## config.mk

```make
export PLATFORM = sky130hd
export DESIGN_NAME = div_unit
export DESIGN_NICKNAME = d
export VERILOG_FILES = /design/src/rtl/div_unit.sv
export SDC_FILE = /design/constraint.sdc
export NUM_CORES = 1
export LEC_CHECK = 0
export BUFFER_PORTS_ARGS = -buffer_cell sky130_fd_sc_hd__clkbuf_2
export CORE_UTILIZATION = 40
export CTS_CLUSTER_SIZE = 28
export DETAILED_ROUTE_END_ITERATION = 10
export PLACE_DENSITY_LB_ADDON = 0.25
export SYNTH_ARGS = -nofsm -noshare
export SYNTH_HDL_FRONTEND = slang
export SYNTH_SLANG_ARGS = --single-unit
```

## constraint.sdc

```tcl
create_clock -name clk -period 8.9 [get_ports clk]
set_clock_uncertainty 0.15 [all_clocks]
set_input_delay 0.89 -clock clk [delete_from_list [all_inputs] [get_ports clk]]
set_output_delay 0.89 -clock clk [all_outputs]
set_load 0.005 [all_outputs]
```

## src/rtl/div_unit.sv

```systemverilog
// Iterative radix-2 restoring divider for DIV/DIVU/REM/REMU.
// Takes one quotient bit per cycle and handles divide-by-zero and signed overflow without iterating.
module div_unit #(
    parameter int XLEN = 32
) (
    input  logic            clk,
    input  logic            rst,
    input  logic            start,
    input  logic [4:0]      alu_control,
    input  logic [XLEN-1:0] operand_a,
    input  logic [XLEN-1:0] operand_b,
    input  logic            flush,
    output logic            busy,
    output logic            done,
    output logic [XLEN-1:0] result
);

    localparam int CW = $clog2(XLEN);
    localparam logic [XLEN-1:0] MIN_NEG = {1'b1, {(XLEN-1){1'b0}}};

    typedef enum logic [1:0] {
        IDLE,
        CALC,
        FINISH
    } state_t;

    state_t state, state_next;

    logic [CW-1:0]   count;
    logic [XLEN-1:0] quo;
    logic [XLEN-1:0] rem;
    logic [XLEN-1:0] divisor;
    logic            is_rem;
    logic            sign_a;
    logic            sign_b;
    logic            special;

    logic            op_valid;
    logic            accept;
    logic            b_zero;
    logic            overflow;
    logic            op_signed;
    logic [XLEN-1:0] abs_a;
    logic [XLEN-1:0] abs_b;
    logic [XLEN:0]   rem_shift;
    logic            trial_ok;
    logic [XLEN-1:0] trial;
    logic [XLEN-1:0] quo_fin;
    logic [XLEN-1:0] rem_fin;

    // Request decode and the single restoring-division step
    always_comb begin
        op_valid  = (alu_control[4:2] == 3'b011);
        op_signed = alu_control[0];
        accept    = (state == IDLE) && start && !flush && op_valid;
        b_zero    = (operand_b == '0);
        overflow  = op_signed && (operand_a == MIN_NEG) && (operand_b == '1);
        abs_a     = (op_signed && operand_a[XLEN-1]) ? -operand_a : operand_a;
        abs_b     = (op_signed && operand_b[XLEN-1]) ? -operand_b : operand_b;
        rem_shift = {rem, quo[XLEN-1]};
        trial_ok  = (rem_shift >= {1'b0, divisor});
        // When trial_ok holds the difference is below the divisor, so the low bits are exact
        trial     = rem_shift[XLEN-1:0] - divisor;
        quo_fin   = quo;
        rem_fin   = rem;
        if (!special) begin
            if (sign_a ^ sign_b) begin
                quo_fin = -quo;
            end
            if (sign_a) begin
                rem_fin = -rem;
            end
        end
    end

    always_ff @(posedge clk or posedge rst) begin
        if (rst) begin
            state <= IDLE;
        end else begin
            state <= state_next;
        end
    end

    always_comb begin
        state_next = state;
        case (state)
            IDLE: begin
                if (accept) begin
                    state_next = (b_zero || overflow) ? FINISH : CALC;
                end
            end
            CALC: begin
                if (flush) begin
                    state_next = IDLE;
                end else if (count == CW'(XLEN-1)) begin
                    state_next = FINISH;
                end
            end
            FINISH:  state_next = IDLE;
            default: state_next = IDLE;
        endcase
    end

    // Datapath: quo doubles as the dividend shift register while iterating
    always_ff @(posedge clk or posedge rst) begin
        if (rst) begin
            count   <= '0;
            quo     <= '0;
            rem     <= '0;
            divisor <= '0;
            is_rem  <= 1'b0;
            sign_a  <= 1'b0;
            sign_b  <= 1'b0;
            special <= 1'b0;
            busy    <= 1'b0;
            done    <= 1'b0;
            result  <= '0;
        end else begin
            done <= 1'b0;
            case (state)
                IDLE: begin
                    if (accept) begin
                        is_rem  <= alu_control[1];
                        sign_a  <= op_signed & operand_a[XLEN-1];
                        sign_b  <= op_signed & operand_b[XLEN-1];
                        divisor <= abs_b;
                        count   <= '0;
                        busy    <= 1'b1;
                        special <= b_zero | overflow;
                        if (b_zero) begin
                            quo <= '1;
                            rem <= operand_a;
                        end else if (overflow) begin
                            quo <= MIN_NEG;
                            rem <= '0;
                        end else begin
                            quo <= abs_a;
                            rem <= '0;
                        end
                    end
                end
                CALC: begin
                    if (flush) begin
                        busy <= 1'b0;
                    end else begin
                        rem   <= trial_ok ? trial : rem_shift[XLEN-1:0];
                        quo   <= {quo[XLEN-2:0], trial_ok};
                        count <= count + 1'b1;
                    end
                end
                FINISH: begin
                    busy <= 1'b0;
                    if (!flush) begin
                        result <= is_rem ? rem_fin : quo_fin;
                        done   <= 1'b1;
                    end
                end
                default: begin
                    busy <= 1'b0;
                end
            endcase
        end
    end

endmodule
```

# Yosys cells after proc, flatten, opt, wreduce, memory -nomap -nowiden
# Index checks and enable logic that the tools add are counted.
# W data, S select, Z words.
dict set report totals {
  regBits 141
  in_bits 73
}
dict set report classes {
  add_sub_neg 6
  n_lt_le_gt_ge 1
  n_eq_ne 10
  mux 30
  bitwise 5
  reduce_logical 17
}
# op n
set ops {}
lappend ops {{$mux W32} 15}
lappend ops {{$neg A32 Y32} 4}
lappend ops {{$pmux W32 S2} 2}
lappend ops {{$eq A32 B32 Y1 const B} 2}
lappend ops {{$ge A33 B32 Y1} 1}
lappend ops {{$logic_not A32 Y1} 1}
lappend ops {{$sub A32 B32 Y32} 1}
lappend ops {{$mux W5} 2}
lappend ops {{$pmux W5 S2} 1}
lappend ops {{$mux W2} 4}
lappend ops {{$reduce_and A2 Y1} 4}
lappend ops {{$logic_and A1 B1 Y1} 7}
lappend ops {{$ne A2 B2 Y1 const B} 3}
lappend ops {{$add A5 B1 Y5 const B} 1}
lappend ops {{$eq A5 B5 Y1 const B} 1}
lappend ops {{$mux W1} 4}
lappend ops {{$pmux W2 S2} 1}
lappend ops {{$eq A3 B2 Y1 const B} 1}
lappend ops {{$ne A3 B3 Y1 const B} 1}
lappend ops {{$reduce_and A3 Y1} 1}
lappend ops {{$and A1 B1 Y1} 2}
lappend ops {{$eq A2 B1 Y1 const B} 1}
lappend ops {{$eq A2 B2 Y1 const B} 1}
lappend ops {{$logic_not A2 Y1} 1}
lappend ops {{7 further kinds} 7}

# Longest topological paths before layout
dict set report depth {
  ltp_word 7
  ltp_mapped 12
}

# Least setup slack after synthesis
# No wires, ideal clock.
dict set report synth_path {
  path_kind {input -> register}
  startpoint {input operand_a[16]}
  endpoint {register quo[0]}
  setup_time_ns 0.137
  t_arrival_ns 3.096
  t_required_ns 8.613
  setup_slack_ns 5.518
  path_stages 9
  path_buffers 2
  cell_sequence {or4_4 -> or4_4 -> or3_4 -> and4b_1 -> buf_6 -> nor2_4 -> buf_6 -> a221oi_2 -> a21oi_1}
}
dict set report synth_via {
  elab_chain_len 7
}
# item line_no
set synth_rtl {}
lappend synth_rtl {{start, declared} 10} ;# input logic [XLEN-1:0] operand_a,
lappend synth_rtl {{$eq A32 B32 Y1} 57} ;# overflow = op_signed && (operand_a == MIN_NEG) && (operand_b == '1);
lappend synth_rtl {{$logic_and A1 B1 Y1 (2 in a row)} 57}
lappend synth_rtl {{$mux W32} 133} ;# end else if (overflow) begin
lappend synth_rtl {{$mux W32} 130} ;# if (b_zero) begin
lappend synth_rtl {{$mux W32} 122} ;# if (accept) begin
lappend synth_rtl {{$pmux W32 S2} 120} ;# case (state)
lappend synth_rtl {{end signal, assigned} 137} ;# quo <= abs_a;
lappend synth_rtl {{end signal, assigned} 147} ;# quo <= {quo[XLEN-2:0], trial_ok};
lappend synth_rtl {{end, declared} 30} ;# logic [XLEN-1:0] quo;
# No other way between the ends. The select of a mux whose other input is x is not followed.
# A chain may end at the register's enable or synchronous reset.

# Worst setup path after layout
dict set report layout_path {
  startpoint {register rem[24]}
  endpoint {register quo[0]}
}
dict set report layout_via {
  elab_chain_len 3
}
# item line_no
set layout_rtl {}
lappend layout_rtl {{start, declared} 31} ;# logic [XLEN-1:0] rem;
lappend layout_rtl {{start signal, assigned} 132} ;# rem <= operand_a;
lappend layout_rtl {{start signal, assigned} 146} ;# rem <= trial_ok ? trial : rem_shift[XLEN-1:0];
lappend layout_rtl {{$ge A33 B32 Y1} 61} ;# trial_ok = (rem_shift >= {1'b0, divisor});
lappend layout_rtl {{$mux W32} 143} ;# if (flush) begin
lappend layout_rtl {{$pmux W32 S2} 120}
# No other way between the ends. The select of a mux whose other input is x is not followed.

==> metrics.txt <==
status=complete, no violations; wire per inst=18.74 µm; worst-skew pair later-pin latency=~0.44 ns; GRT met1 Usage=0.3473; first-pass GRT wire length=56,370 µm; clock root cell=clkbuf_16; via/cell ratio=5.760; Synth Area in Simple Gates=0.2195; FMAX=around 230 MHz; die area=29,370 µm²; Critical Path RT=~9.0 ns; I/O pin count=~110; post-synth net total=1,576; Clock H-tree levels=4; R2R setup slack=4.62 ns; number of flops mapped to enable cells by yosys=0; setup bufs post-CTS=0; PD cells=around 250 nW/µm²; Post-CTS Hold Fix Bufs=0; slew margin rel.=0.3327; Worst-Margin Slew=~1.0 ns; maximum clock path buffer count=2; drt first pass iters=6; post-route ant nets=0; crit path cell chain=ha_1 > inv_1 > o21bai_1 > a21oi_1 > a21oi_1 > a221oi_1 > nand3_1 > a221oi_2 > a21oi_1; Syn Area/Cell=a little under 8 µm²; RSZ-0062 raised after global routing=no; Largest stage delay, worst path=around 0.86 ns; cell family with most CP delay=compound AO/OA/AOI/OAI gates; Startpoint Class=register; GP Congestion=0.8845; most used routing layer=met2; WL final=35,690 µm; synth warn=0; fraction of layout cells with a size suffix above 1=0.1284; worst-path maximum fanout=11; number of global-route vias before repair=10,060; GR Util met2=0.3945; Final nets=around 1,600; clk sinks=between 100 and 150; commonest non-fill, non-tap cell in the layout=nand2_1; Fin Setup TNS=0 ns; synthesized flop and latch total=~140; Netlist cell types=81; CTS buffer count=17; Initial Utilization=0.4097; global-route total usage across every layer=0.2489; grt ovf=0; Clk pin slew, worst setup/hold paths=0.07 ns; CTS tree=done; post_cts resized=0; maxcap violations=0; dpl hpwl=around 27,000 µm; initial antenna violation count=0; Final setup viols=0; FFs w/ async S/R, synth=1.000; sequential element share of the synthesized area=0.3075; multiplexer share of the synthesized area=0.02268; synthesized area=around 11,000 µm²; Synth Area in XOR/XNOR=0.09694; min-delay worst type=reg -> reg; Compound-Gate Fraction of Synth Area=0.2570; Post-DP Area=between 10,000 and 15,000 µm²; Crit Path Class=reg -> reg; Core ar.=28,010 µm²; Residual DRC=0; final instance area=~13,000 µm²; slowest CP cell=a221oi_1; Crit. End Element=register; fill count=2,860; most frequent cells in the layout=nand2_1, o21ai_0, dfrtp_1, a21oi_1, clkbuf_2; max-slew violation count=0; Crit path arrival time=4.42 ns; Tcrit/Tclk final=0.4809; maximum vdd drop=0.1307 mV; Post-Synth Adder-Cell Area=0.04427; crit-path most repeated cell=a21oi_1; DR iter-0 viols=1,156; Worst Path Buf+Inv=1; grt met3 use=0.03705; Mapped Cells=between 1,000 and 1,500; row cnt=61; Die Span X=~170 µm; post-route minimum period=4.280 ns; ANT cells=0; Leak=approximately 5.5 nW; DR vias=around 11,000; IO buf count=106; final hold vios=0; largest family of logic cells by synthesized area=compound AO/OA/AOI/OAI gates; largest net degree at the start of global routing=79; Synth-to-Final Area Change=12.03%; Post-synth top flop=dfrtp_1; Die Y=around 170 µm
## cell type report
class	count	area [µm²]	share of cell area
Clock inverter	13	175.2	0.01363
Multi-Input combinational cell	1176	7366	0.5730
Tap cell	378	473.0	0.03679
Timing Repair Buffer	120	635.6	0.04945
Sequential cell	141	3530	0.2746
Inverter	58	222.7	0.01733
Clock buffer	19	452.9	0.03523
## synthesized netlist by cell type (6+ instances only)
cell      count  area [µm²]
a21o_1        9       67.56
a21oi_1     125       625.6
a221o_1       7       70.07
a221oi_1     10       87.58
a221oi_2      6       90.09
a22oi_1       9       67.56
a31oi_1      23       143.9
and2_1       11       68.82
and3_1       13       81.33
buf_2        10       50.05
clkbuf_1     69       259.0
dfrtp_1     141        3528
ha_1         39       488.0
inv_1        58       217.7
mux2_2        8       90.09
mux2i_1      17       170.2
nand2_1     202       758.2
nand2b_1     13       81.33
nand3_1      32       160.2
nand3b_1      8       60.06
nand4_1      20       125.1
nor2_1      101       379.1
nor3_1       25       125.1
nor4_1       23       143.9
o211ai_1      9       67.56
o21a_1       14       105.1
o21ai_0     169       845.8
o21ai_1       8       40.04
o31a_1        7       61.31
o31ai_1      22       165.2
o41ai_1      12       105.1
or3_1        19       118.9
or4_1        13       97.59
xnor2_1      74       648.1
xor2_1       53       464.2
## where the power goes
part / total [mW] / switching [mW] / internal [mW]
clock: 0.768 / 0.306 / 0.463
combinational: 1.41 / 0.827 / 0.584
sequential: 1.02 / 0.222 / 0.797
## state kept, by name, indices dropped and copies added, names as in the netlist
signal and flops:
busy 1, count 5, divisor 32, done 1, is_rem 1, quo 32, rem 32, result 32
sign_a 1, sign_b 1, special 1, state 2
## kinds of logic (layout without fill, tap and decap cells)
kind of cell | count (synthesis) | after routing
AO/OA/AOI/OAI | 472 | 472
XOR/XNOR | 127 | 127
adder cells (fa/ha/maj) | 40 | 40
buffers and inverters | 146 | 210
flip-flops | 141 | 141
multiplexers | 25 | 25
AND/OR/NAND/NOR | 512 | 512
## final timing paths
kind | start | end | depth (start not counted)
worst max-delay path | rem[24]$_DFFE_PP0P_ | quo[0]$_DFFE_PP0P_ | 9
worst min-delay path | result[12]$_DFFE_PP0P_ | result[12]$_DFFE_PP0P_ | 2
worst max register to register | rem[24]$_DFFE_PP0P_ | quo[0]$_DFFE_PP0P_ | 9
worst min register to register | result[12]$_DFFE_PP0P_ | result[12]$_DFFE_PP0P_ | 2
max in group asynchronous | rst | is_rem$_DFFE_PP0P_ | 3
min in group asynchronous | rst | result[7]$_DFFE_PP0P_ | 2
## metal layers
| metal | routed length [µm] | vias up |
|---|---|---|
| li1 | - | 5402 |
| met1 | 16730 | 5158 |
| met2 | 16090 | 367 |
| met3 | 2133 | 45 |
| met4 | 740 | 0 |
| met5 | 0 | - |
## worst reg2reg max path: stages (launching register included)
cell	delay (ns)
dfrtp_1	0.49
ha_1	0.44
inv_1	0.17
o21bai_1	0.10
a21oi_1	0.35
a21oi_1	0.19
a221oi_1	0.86
nand3_1	0.79
a221oi_2	0.49
a21oi_1	0.10
## per-stage QoR
stage          power (mW)  instances  utilization  hold slack, ns  setup WS [ns]
2_1_floorplan       2.000       1463            -          0.2998          4.079
3_3_place_gp        2.394       1873       0.4365          0.3105          4.412
3_5_place_dp        2.419       1873       0.4365          0.3192          4.373
4_1_cts             3.195       1905       0.4589          0.3339          4.706
5_1_grt             3.440       1905       0.4589          0.3459          4.284
6_report            3.199       1905       0.4589          0.3265          4.620
(Power assumes the default switching activity.)
